--- config.mk ---
export PLATFORM = sky130hd
export DESIGN_NAME = random_free_column
export DESIGN_NICKNAME = d
export VERILOG_FILES = /design/src/rtl/random_free_column.sv
export SDC_FILE = /design/constraint.sdc
export NUM_CORES = 1
export LEC_CHECK = 0
export ABC_AREA = 1
export CAP_MARGIN = 20
export CORE_ASPECT_RATIO = 1.4
export CORE_MARGIN = 2
export CORE_UTILIZATION = 50
export CTS_CLUSTER_SIZE = 25
export DETAILED_ROUTE_END_ITERATION = 6
export PLACE_DENSITY_LB_ADDON = 0.05
export SYNTH_ARGS = -nofsm -noshare
export SYNTH_HDL_FRONTEND = slang
export SYNTH_SLANG_ARGS = --single-unit
--- constraint.sdc ---
create_clock -name clk -period 2.9 [get_ports clk]
set_input_delay 0.58 -clock clk [delete_from_list [all_inputs] [get_ports clk]]
set_output_delay 0.58 -clock clk [all_outputs]
set_load 0.02 [all_outputs]
--- src/rtl/random_free_column.sv ---
// Picks a random eligible column from a free mask using a 32-bit xorshift PRNG.
// Draws are rejection-sampled and fall back to a lowest-index scan after MAX_TRIES misses.
module random_free_column #(
  parameter int          NUM_COLS  = 5,
  parameter int          COL_W     = 4,
  parameter int          MAX_TRIES = 8,
  parameter logic [31:0] SEED      = 32'h0000_0001
) (
  input  logic                clk,
  input  logic                reset,
  input  logic                req,
  input  logic [NUM_COLS-1:0] free_mask,
  input  logic                seed_load,
  input  logic [31:0]         seed_in,
  output logic                ready,
  output logic                valid,
  output logic [COL_W-1:0]    columna,
  output logic                none
);

  localparam int         K      = (NUM_COLS > 1) ? $clog2(NUM_COLS) : 1;
  localparam int         CAND_N = 1 << K;
  localparam logic [K:0] NC     = NUM_COLS[K:0];
  localparam logic [7:0] MT     = MAX_TRIES[7:0];

  typedef enum logic [1:0] {IDLE, DRAW, SCAN, DONE} state_t;

  state_t                state_q;
  logic [31:0]           x_q;
  logic [31:0]           x_d;
  logic [7:0]            tries_q;
  logic [NUM_COLS-1:0]   mask_q;
  logic                  ready_q;
  logic                  valid_q;
  logic [COL_W-1:0]      col_q;
  logic                  none_q;

  logic [K-1:0]          cand;
  logic [CAND_N-1:0]     mask_ext;
  logic                  cand_hit;
  logic [COL_W-1:0]      scan_idx;
  logic                  scan_found;

  function automatic logic [31:0] xs_next(input logic [31:0] x);
    logic [31:0] t;
    t = x;
    t = t ^ (t << 13);
    t = t ^ (t >> 17);
    t = t ^ (t << 5);
    return t;
  endfunction

  // A zero seed would lock xorshift at zero forever, so it is replaced by SEED.
  always_comb begin
    x_d = xs_next(x_q);
    if (seed_load) begin
      x_d = (seed_in == 32'd0) ? SEED : seed_in;
    end
  end

  assign cand = x_q[K-1:0];

  // Candidates beyond NUM_COLS map onto forced-zero mask bits and are always rejected.
  genvar gi;
  generate
    for (gi = 0; gi < CAND_N; gi++) begin : g_mask_ext
      if (gi < NUM_COLS) begin : g_real
        assign mask_ext[gi] = mask_q[gi];
      end else begin : g_pad
        assign mask_ext[gi] = 1'b0;
      end
    end
  endgenerate

  assign cand_hit = ({1'b0, cand} < NC) && mask_ext[cand];

  always_comb begin
    scan_idx   = '0;
    scan_found = 1'b0;
    for (int i = NUM_COLS - 1; i >= 0; i--) begin
      if (mask_q[i]) begin
        scan_idx   = COL_W'(i);
        scan_found = 1'b1;
      end
    end
  end

  always_ff @(posedge clk or posedge reset) begin
    if (reset) begin
      state_q <= IDLE;
      x_q     <= SEED;
      tries_q <= '0;
      mask_q  <= '0;
      ready_q <= 1'b1;
      valid_q <= 1'b0;
      col_q   <= '0;
      none_q  <= 1'b0;
    end else begin
      x_q     <= x_d;
      valid_q <= 1'b0;
      case (state_q)
        IDLE: begin
          if (req) begin
            mask_q  <= free_mask;
            tries_q <= '0;
            ready_q <= 1'b0;
            // An empty mask takes the one-cycle scan, which reports none with the
            // same latency as a first-draw hit.
            state_q <= (free_mask == '0) ? SCAN : DRAW;
          end
        end
        DRAW: begin
          if (cand_hit) begin
            col_q   <= COL_W'(cand);
            none_q  <= 1'b0;
            valid_q <= 1'b1;
            state_q <= DONE;
          end else begin
            tries_q <= tries_q + 8'd1;
            if (tries_q == MT - 8'd1) begin
              state_q <= SCAN;
            end
          end
        end
        SCAN: begin
          col_q   <= scan_found ? scan_idx : '0;
          none_q  <= ~scan_found;
          valid_q <= 1'b1;
          state_q <= DONE;
        end
        DONE: begin
          ready_q <= 1'b1;
          state_q <= IDLE;
        end
        default: begin
          ready_q <= 1'b1;
          state_q <= IDLE;
        end
      endcase
    end
  end

  assign ready   = ready_q;
  assign valid   = valid_q;
  assign columna = col_q;
  assign none    = none_q;

endmodule

==> results.py <==
metrics = {
    "yosys": {
        "synth_top_family_by_area": "XOR/XNOR gates",
        "netlist_instances": 365,
        "yosysSeqAreaShare": 0.426,
        "yosys_warnings": 0,
        "synth_compound_area_frac": 0.0954,
        "synth.distinct_cells": 32,
        "synthAdderAreaFrac": 0.0200,
        "synth-simple-area-share": 0.195,
        "synth_edf_count": 0,
        "synth_fp_nets": 411,
        "synthFlopType": "dfrtp_1",
        "yosys.area_share.xor_xnor": 0.204,
        "async_flop_share": 1.00,
        "syn_area_per_cell_sq_um": 8.55,
        "synth_mux_area_frac": 0.00361,
        "syn_area_sq_um": 3120,
        "ys_seq_elements": 53,
    },
    "worst_setup_path": {
        "cp-end-kind": "output pin",
        "path_buf_inv": 1,
        "reg2reg_from": "state_q[0]",
        "start_kind": "flip-flop",
        "worstPathArrival_ns": 1.43,
        "crit_type": "flip-flop to output pin",
        "rr_endpoint": "tries_q[3]",
        "crit_fanout": 2,
        "cp_slowest_cell": "clkdlybuf4s50_1",
        "worstSetupPathDepth": 1,
        "critical_path_required_ns": 2.32,
        "worstPathCellList": "clkdlybuf4s50_1",
        "critPathTopFamily": "buffers and inverters",
        "r2r_slack_ns": 1.21,
        "rr_worst_depth": 8,
        "max_stage_delay_ns": 0.59,
    },
    "power_and_ir_drop": {
        "sw_frac_of_total": 0.428,
        "seqPwrFrac": 0.288,
        "total_power_uw": 4840,
        "power_leakage_uw": 0.00174,
        "pwr_density_cell_nw_per_um2": 1270,
        "p_clk_frac": 0.120,
        "power_frac_comb": 0.592,
        "p_sw_uw": 2080,
        "internal-power_uw": 2770,
        "peakVddDrop_mv": 0.662,
    },
    "sta": {
        "hold_violations": 0,
        "holdWs_ns": 0.501,
        "skew_ns": 0.00635,
        "period_minus_slack_ns": 2.01,
        "fin_crit_sh": 0.692,
        "maxSlewViolCount": 0,
        "tns_ns": 0,
        "fmax_mhz": 499,
        "fin_ws_ns": 0.895,
        "setup_viol": 0,
        "rsz0062_at_grt": "no",
    },
    "die": {
        "start_util": 0.509,
        "pin_count": 48,
        "die_area_sq_um": 6900,
        "core_sq_um": 6130,
        "placementRows": 34,
        "fp.dieH_um": 97.5,
        "die_w_um": 70.8,
    },
    "placement": {
        "dpl_worst_slack_ns": 0.840,
        "hpwl_um": 5290,
        "gp_congestion": 0.803,
        "port_buffers": 46,
        "placedInstanceArea_sq_um": 3670,
    },
    "detailed_routing": {
        "first_iter_violations": 113,
        "wl_um": 6650,
        "post-route-drc-count": 0,
        "drtAntennaViolNets": 0,
        "firstDrtPassIters": 5,
        "vias": 2460,
        "vias_per_cell": 5.07,
        "wl_per_cell_um": 13.7,
    },
    "clocking": {
        "clkSlewWorstSetupHoldPaths_ns": 0.10,
        "hold_buffers": 0,
        "h-tree-depth": 2,
        "cts_tree": "built",
        "cts_sinks": 53,
        "clkLatencyLatePin_ns": 0.30,
        "cts_root_buf": "clkbuf_8",
        "cts_resized": 0,
        "cts_made_buffers": 5,
        "cts_setup_buffers": 0,
        "clockBufferDepth": 2,
    },
    "global_route": {
        "grt_pass1_wl_um": 11400,
        "grtUsageTotal": 0.210,
        "grt_max_degree": 44,
        "grt_pass1_vias": 2474,
        "overflow": 0,
        "grt_antenna_before_repair": 0,
    },
    "cells_and_area": {
        "nets": 458,
        "final_common_cell": "nand2_1",
        "syn_to_final_growth_pct": 21.9,
        "diodes": 0,
        "final_cell_mix": "nand2_1 (86), dfrtp_1 (51), clkdlybuf4s50_1 (46), nor2_1 (33), inv_1 (32)",
        "fill_cells": 554,
        "drive_gt1_frac": 0.0993,
        "final_area_sq_um": 3800,
        "multi_input_area_sq_um": 1620,
        "seq_area_sq_um": 1330,
    },
    "outcome": {
        "outcome": "finished, final reports clean",
    },
    "min_path": {
        "hold_path_class": "input pin to asynchronous set/reset pin",
    },
    "job": {
        "maxCapViolations": 0,
    },
}
[power by group through the flow]
stage / clock network [uW] / logic [uW] / registers, uW
6_report: 582 / 2870 / 1390
5_1_grt: 622 / 3210 / 1430
4_1_cts: 597 / 2890 / 1400
3_5_place_dp: 0 / 2860 / 1410
3_3_place_gp: 0 / 2850 / 1400
2_1_floorplan: 0 / 2280 / 1400
[layout make-up]
type / count / area share
Inverter: 35 / 0.0346
Clock inverter: 3 / 0.0171
Timing Repair Buffer: 49 / 0.130
Multi-Input combinational cell: 268 / 0.427
Sequential cell: 53 / 0.349
Tap cell: 72 / 0.0237
Clock buffer: 5 / 0.0181
[cell families after synthesis]
logic type                 after synthesis
and+or+nand+nor                        146
muxes                                    1
other                                    1
DFF                                     53
AOI/OAI and AO/OA                       55
xor gates and xnor gates                60
buffers and inverters                   44
adders and majority gates                5
[how the worst max path moves through the flow]
stage                 endpoint  startpoint
floorplan           columna[0]       reset
global placement       x_q[24]   seed_load
detailed placement     x_q[24]   seed_load
CTS                      ready       ready
global route             ready       ready
finish                   ready       ready
[through the flow]
stage	util	instances
floorplan	-	365
global placement	0.599	477
detailed placement	0.599	477
CTS	0.621	485
global route	0.621	485
finish	0.621	485
[Yosys cell counts (2+ instances only)]
master,number,share of area
a21oi_1,4,0.0064
clkbuf_1,8,0.0096
dfrtp_1,51,0.41
dfstp_2,2,0.017
ha_1,5,0.020
inv_1,33,0.040
inv_2,2,0.0024
nand2_1,86,0.10
nand2_2,2,0.0040
nand3_1,11,0.018
nand4_1,5,0.010
nor2_1,33,0.040
nor3_1,3,0.0048
o21ai_0,27,0.043
o21ai_1,15,0.024
o21ai_2,3,0.0084
o22ai_1,3,0.0060
or2_2,2,0.0040
xnor2_1,24,0.067
xnor2_2,13,0.068
xor2_1,21,0.059
xor2_2,2,0.010
[routing by layer]
| metal | up-vias | wire, um | GRT usage |
|---|---|---|---|
| met5 | - | 0 | 0 |
| met4 | 0 | 236 | 0.0856 |
| met3 | 18 | 247 | 0.0301 |
| met2 | 70 | 3390 | 0.369 |
| met1 | 1128 | 2780 | 0.253 |
| li1 | 1244 | - | - |
[state kept, by name (all words and copies together), names as in the netlist]
| register | flops |
|---|---|
| ready | 1 |
| state_q | 2 |
| x_q | 32 |
| none | 1 |
| valid | 1 |
| mask_q | 5 |
| columna | 3 |
| tries_q | 8 |
No activity file was read; power rests on OpenSTA's default activity.
